### src/rtl/atmega_pcint_pkg.sv
// Shared constants for the ATmega pin-change interrupt unit: default register
// addresses and the bit positions of PCIE (in PCICR) and PCIF (in PCIFR).
package atmega_pcint_pkg;
    localparam int PCICR_ADDR_DEF = 'h68;
    localparam int PCIFR_ADDR_DEF = 'h3B;
    localparam int PCMSK_ADDR_DEF = 'h6B;
    localparam int PCIE_BIT       = 0;
    localparam int PCIF_BIT       = 0;
endpackage

### src/rtl/atmega_pcint_sync.sv
// Two-flop pad synchroniser with an optional one-cycle glitch filter
// (enabled by `ATMEGA_PCINT_FILTER_EN); outputs the current and previous sample.
module atmega_pcint_sync #(
    parameter int           W       = 8,
    parameter logic [W-1:0] PINMASK = '1
) (
    input  logic         clk,
    input  logic         rst,
    input  logic [W-1:0] pin_raw,
    output logic [W-1:0] pin_sync,
    output logic [W-1:0] pin_prev
);
    logic [W-1:0] s1, s2, s3;

    always_ff @(posedge clk or negedge rst) begin
        if (!rst) begin
            s1 <= '0;
            s2 <= '0;
        end else begin
            s1 <= pin_raw & PINMASK;
            s2 <= s1;
        end
    end

`ifdef ATMEGA_PCINT_FILTER_EN
    logic [W-1:0] f;

    // A bit of s2 is accepted once the following sample (s1) agrees with it,
    // so a value must persist two synchronised cycles; single-cycle pulses never land.
    always_ff @(posedge clk or negedge rst) begin
        if (!rst) begin
            f  <= '0;
            s3 <= '0;
        end else begin
            f  <= (s2 & ~(s1 ^ s2)) | (f & (s1 ^ s2));
            s3 <= f;
        end
    end

    assign pin_sync = f;
`else
    always_ff @(posedge clk or negedge rst) begin
        if (!rst) s3 <= '0;
        else      s3 <= s2;
    end

    assign pin_sync = s2;
`endif

    assign pin_prev = s3;
endmodule

### src/rtl/atmega_pcint.sv
// Pin-change interrupt unit for one 8-bit port: PCICR/PCIFR/PCMSK registers,
// change detection and interrupt request. `ATMEGA_PCINT_FILTER_EN adds a glitch filter.
module atmega_pcint
    import atmega_pcint_pkg::*;
#(
    parameter int                           BUS_ADDR_DATA_LEN = 16,
    parameter logic [BUS_ADDR_DATA_LEN-1:0] PCICR_ADDR        = BUS_ADDR_DATA_LEN'(PCICR_ADDR_DEF),
    parameter logic [BUS_ADDR_DATA_LEN-1:0] PCIFR_ADDR        = BUS_ADDR_DATA_LEN'(PCIFR_ADDR_DEF),
    parameter logic [BUS_ADDR_DATA_LEN-1:0] PCMSK_ADDR        = BUS_ADDR_DATA_LEN'(PCMSK_ADDR_DEF),
    parameter logic [7:0]                   PINMASK           = 8'hFF
) (
    input  logic                         clk,
    input  logic                         rst,
    input  logic [BUS_ADDR_DATA_LEN-1:0] addr,
    input  logic                         wr,
    input  logic                         rd,
    input  logic [7:0]                   bus_in,
    output logic [7:0]                   bus_out,
    input  logic [7:0]                   pin_raw,
    output logic [7:0]                   pin_sync,
    output logic                         int_req,
    input  logic                         int_ack
);
    logic [7:0] pin_prev;
    logic [7:0] pcmsk;
    logic [7:0] chg;
    logic       pcie, pcif;
    logic       wr_icr, wr_ifr, wr_msk, pcif_clr;

    atmega_pcint_sync #(.W(8), .PINMASK(PINMASK)) u_sync (
        .clk      (clk),
        .rst      (rst),
        .pin_raw  (pin_raw),
        .pin_sync (pin_sync),
        .pin_prev (pin_prev)
    );

    assign chg      = (pin_sync ^ pin_prev) & pcmsk & PINMASK;
    assign wr_icr   = wr && (addr == PCICR_ADDR);
    assign wr_ifr   = wr && (addr == PCIFR_ADDR);
    assign wr_msk   = wr && (addr == PCMSK_ADDR);
    assign pcif_clr = (wr_ifr && bus_in[PCIF_BIT]) || int_ack;

    always_ff @(posedge clk or negedge rst) begin
        if (!rst) begin
            pcie  <= 1'b0;
            pcif  <= 1'b0;
            pcmsk <= 8'h00;
        end else begin
            if (wr_icr) pcie  <= bus_in[PCIE_BIT];
            if (wr_msk) pcmsk <= bus_in & PINMASK;
            // A change arriving with a clear must not be lost, so set has priority.
            if (|chg)          pcif <= 1'b1;
            else if (pcif_clr) pcif <= 1'b0;
        end
    end

    assign int_req = pcie & pcif;

    always_comb begin
        bus_out = 8'h00;
        if (rd && rst) begin
            if (addr == PCICR_ADDR)      bus_out[PCIE_BIT] = pcie;
            else if (addr == PCIFR_ADDR) bus_out[PCIF_BIT] = pcif;
            else if (addr == PCMSK_ADDR) bus_out = pcmsk;
        end
    end
endmodule

### config.mk
export PLATFORM = sky130hd
export DESIGN_NAME = atmega_pcint
export DESIGN_NICKNAME = d
export VERILOG_FILES = /design/src/rtl/atmega_pcint_pkg.sv /design/src/rtl/atmega_pcint_sync.sv /design/src/rtl/atmega_pcint.sv
export SDC_FILE = /design/constraint.sdc
export NUM_CORES = 1
export LEC_CHECK = 0
export ABC_CLOCK_PERIOD_IN_PS = 1900
export BUFFER_PORTS_ARGS = -buffer_cell sky130_fd_sc_hd__buf_2
export CAP_MARGIN = 20
export CORE_MARGIN = 2
export CORE_UTILIZATION = 41
export CTS_BUF_LIST = sky130_fd_sc_hd__clkbuf_4 sky130_fd_sc_hd__clkbuf_8 sky130_fd_sc_hd__clkbuf_16
export DETAILED_ROUTE_END_ITERATION = 12
export GPL_TIMING_DRIVEN = 1
export PLACE_DENSITY = 0.69
export SYNTH_ARGS = -nofsm -noshare
export SYNTH_HDL_FRONTEND = slang
export SYNTH_SLANG_ARGS = --single-unit
export TNS_END_PERCENT = 1
### constraint.sdc
create_clock -name clk -period 1.9 [get_ports clk]
set_clock_uncertainty 0.15 [all_clocks]
set_input_delay 0.285 -clock clk [delete_from_list [all_inputs] [get_ports clk]]
set_output_delay 0.285 -clock clk [all_outputs]
set_load 0.01 [all_outputs]
After elaboration in Yosys (flattened, before gate mapping):

Cells that the tools add are included.
Widths: inputs -> output; s select.

* add/subtract/negate cells: 0
* multiply operators: 0
* divide/modulo/power cells: 0
* order comparisons: 0
* equal/unequal tests: 3
* shift operators: 0
* muxes and demuxes: 8
* bitwise operators: 3
* reduce and logical (&&, ||, !) cells: 8

Operators by type and width (count)
* $eq 16x7->1 const B: 2
* $eq 16x6->1 const B: 1
* $mux 8: 2
* $mux 7: 2
* $and 8x8->8: 1
* $reduce_or 8->1: 1
* $xor 8x8->8: 1
* $logic_and 1x1->1: 5
* $mux 1: 4
* $reduce_bool 2->1: 1
* $and 1x1->1: 1
* $logic_or 1x1->1: 1

* register bits after elaboration: 34
* latch bits: 0
* memory bits (writable): 0
* ROM bits: 0
* output and inout port bits: 17
* memories kept: 0

Logic depth before layout (Yosys ltp):

* depth in word-level cells: 6
* depth in mapped cells: 4
* gate-level depth less buffers: 4

Modules after synthesis:

From an unflattened synthesis, not the netlist that was laid out.

* cells, all modules: 87
* area total of the unflattened synthesis: 1281.2 sq um

Modules (own cells, without submodules)
* atmega_pcint: instances 1, cells an instance 63, area each 680.7 sq um, seq. area each 250.2 sq um
* atmega_pcint_sync: instances 1, cells an instance 24, area each 600.6 sq um, seq. area each 600.6 sq um

Least setup slack after synthesis:

OpenSTA, ideal clock, no wires.

* path kind: in2out
* start point: input addr[11]
* end point: output bus_out[1]
* arrival time: 1.570 ns
* setup slack: -0.105 ns
* stages: 4
* cell sequence: nor4_1 > nand4b_1 > nor4_1 > and2_1

* longest elaborated chain between the ends: 5

Ends and longest elaborated chain
* start, declared: line atmega_pcint.sv:14 `input logic [BUS_ADDR_DATA_LEN-1:0] addr,`
* $eq 16x7->1: line atmega_pcint.sv:65 `else if (addr == PCMSK_ADDR) bus_out = pcmsk;`
* $mux 8: line atmega_pcint.sv:65
* $mux 7: line atmega_pcint.sv:64 `else if (addr == PCIFR_ADDR) bus_out[PCIF_BIT] = pcif;`
* $mux 7 *: line atmega_pcint.sv:63 `if (addr == PCICR_ADDR) bus_out[PCIE_BIT] = pcie;`
* $mux 8 *: line atmega_pcint.sv:62 `if (rd && rst) begin`
* end, declared: line atmega_pcint.sv:18 `output logic [7:0] bus_out,`

Mark *: on every way between the ends. The rest lies on a longest branch, timed or not.

Final worst setup path:

* start point: input addr[14]
* end point: output bus_out[5]

Same word-level chain as after synthesis.

==> results.ini <==
[yosys]
yosys.area_share.simple_pct=12.7
synth_top_area_cell=dfrtp_1
synthMuxAreaShare_pct=8.08
synth_commonest_cells=dfrtp_1, mux2_2, and2_1, xor2_1, nor4_1
synth_xor_area_share_pct=5.59
ys_types=18
synth_area_sq_mm=0.00125
synth_adder_area_share_pct=0
synthArstFlopShare_pct=100
ys_seq_area_share_pct=67.9
ys_seq_elements=34
mappedNetlistNets=121
syn_inst=84
synth_edf_count=0
synth_warnings=0
syn_area_per_cell_sq_um=14.9
yosysMostFrequentCell=dfrtp_1
synth_top_family_by_area=simple AND/OR/NAND/NOR gates
ys.flop_type=dfrtp_1
synth.area.top_cells=dfrtp_1, mux2_2, xor2_1
synth_top_area_share_pct=67.9
synth_compound_area_share_pct=4.89

[place]
port_buffers=53
gp_congestion=0.838
dpl.hpwl_microns=1940

[pwr]
leakagePower_nw=0.909
power-per-cell-area_mw_per_mm2=672
ir_worst_vdd_mv=0.526

[global_route]
grt_pass1_vias=975
grt_pass1_wl_microns=4040
grt_max_degree=35
antenna_found_initial=0
overflow=0
grt_use_total_pct=16.1

[critical_path]
critical_path_required_ns=1.46
cp-end-kind=primary output
critPathLaunchType=primary input
cp_slowest_cell=nor4_4
path_cells=buf_6 > nor4_4 > nand4b_1 > nor4_2 > buf_4 > and2_4 > buf_6
reg2reg_depth=4
worstPathArrival_ns=1.49
crit_path_max_fanout=7
crit_type=in -> out
critPathMostFrequentCell=buf_6
max_stage_delay_ns=0.25

[sta]
finalSetupTns_ns=-0.129
tightest_slew_ns=0.403
setup_ws_ns=-0.0236
fin_crit_sh_pct=101
setup-violations-final=7
timing.slew.headroom_pct=73.1
post-route-min-period_ns=1.92
rsz0062_at_grt=true
finalHoldViolCount=0
fmax_ghz=0.520
final_max_slew_viol_count=0

[job]
cap_viol_max_count=0

[floorplanning]
rows=20
ios=54
die_h_microns=59.3
coreArea_sq_mm=0.00298
initial_core_util_pct=42.1
die-area_sq_mm=0.00352
die_w_microns=59.3

[routing]
vias_per_cell=4.97
drt.antenna.violating_nets=0
wirelength_microns=2660
wl_per_cell_microns=13.8
drt_iter0_markers=31
drc=0
vias=960
drt_pass1_iterations=4

[cts]
htreeDepth=2
clkLatencyLatePin_ns=0.31
cts_made_buffers=5
clock_path_buffers=2
cts_tree=done
clkTransAtPathRegs_ns=0.09
root_buffer=clkbuf_4
cts_sinks=34

[run_status]
violations=setup timing
outcome=finished, violations left

[finish]
seqCellArea_sq_um=851
drive_above_1_share_pct=53.8
multi_input_area_sq_um=445
num_antenna_cells=0
final_core_util_pct=62.4
fin_nets=197
fillers=226
syn_to_final_growth_pct=48.3

[hold_path]
holdPathStages=2
hold_class=in -> reg

==> per-stage QoR <==
| step | instance area [sq um] | power [mW] | cells | hold WS (ns) | worst slack (ns) |
|---|---|---|---|---|---|
| final | 1860 | 1.25 | 193 | 0.0528 | -0.0236 |
| after global routing | 1860 | 1.32 | 193 | 0.0274 | -0.108 |
| after CTS | 1840 | 1.26 | 193 | 0.0437 | -0.00939 |
| after detailed placement | 1610 | 0.870 | 176 | 0.185 | -0.245 |
| after global placement | 1610 | 0.866 | 176 | 0.183 | -0.182 |
| after floorplan | 1260 | 0.800 | 84 | -0.161 | -0.0598 |
==> worst paths after layout <==
| check | from | end | slack [ns] |
|---|---|---|---|
| worst max-delay path | addr[14] | bus_out[5] | -0.02 |
| worst min-delay path | bus_in[2] | pcmsk[2]$_DFFE_PN0P_ | 0.05 |
| worst max register to register | u_sync.pin_sync[5]$_DFF_PN0_ | pcif$_DFFE_PN0P_ | 0.36 |
| worst min register to register | u_sync.s1[1]$_DFF_PN0_ | u_sync.pin_sync[1]$_DFF_PN0_ | 0.20 |
| max in group asynchronous | rst | u_sync.s1[2]$_DFF_PN0_ | 0.86 |
| min in group asynchronous | rst | pcmsk[2]$_DFFE_PN0P_ | 0.44 |
==> power by group <==
| part | internal [mW] | leakage, nW | switching [mW] |
|---|---|---|---|
| registers | 0.749 | 0.419 | 0.0140 |
| logic | 0.0625 | 0.458 | 0.0534 |
| clock network | 0.168 | 0.0322 | 0.203 |
==> layout make-up <==
class,instances,share of cell area [%]
clock buffers,7,2.83
inverters,3,0.606
multi-input cells,47,24.0
flip-flops and latches,34,45.8
well taps,33,2.22
repair buffers,69,24.6
==> critical path, delay by kind of cell <==
| family | cells | cell delay (ns) |
|---|---|---|
| and+or+nand+nor | 4 | 0.81 |
| buffers and inverters | 3 | 0.39 |
==> cells by family (layout without fill, tap and decap cells) <==
kind of cell | count (synthesis) | in the layout
flip-flops | 34 | 34
multiplexers | 9 | 9
XOR/XNOR | 8 | 8
buffers and inverters | 3 | 79
AND/OR/NAND/NOR | 23 | 23
AO/OA/AOI/OAI | 7 | 7
==> layout by cell type, fill, tap and decap left out, drive strengths merged <==
cell type,netlist,final
a221oi,2,2
a22o,2,2
a2bb2oi,2,2
and2,8,8
buf,0,60
clkbuf,0,7
dfrtp,34,34
dlygate4sd3,0,9
inv,3,3
mux2,9,9
nand2,1,1
nand2b,2,2
nand3,1,1
nand4b,2,2
nor2b,1,1
nor3,2,2
nor3b,1,1
nor4,5,5
o311ai,1,1
xor2,8,8
==> per-layer routing <==
layer	routed length [microns]	GRT usage (%)	share of wire, %
met2	1280	26.4	48
met5	0	0	0
met4	57	9.42	2.1
met3	233	4.59	8.8
met1	1090	18.6	41
==> timing repair <==
item | 4_1_cts | 5_1_grt
hold endpoints to repair | 42 | 0
resized for setup | 15 | 3
buffers inserted | 1 | 0
hold buffers | 9 | 0
pin swaps | 9 | 2
setup endpoints to repair | 8 | 8
==> sequential cells by signal (all words and copies together), names as in the netlist <==
signal,flops
pcmsk,8
u_sync.pin_prev,8
u_sync.pin_sync,8
u_sync.s1,8
pcie,1
pcif,1
Power figures use the tool's default switching activity.
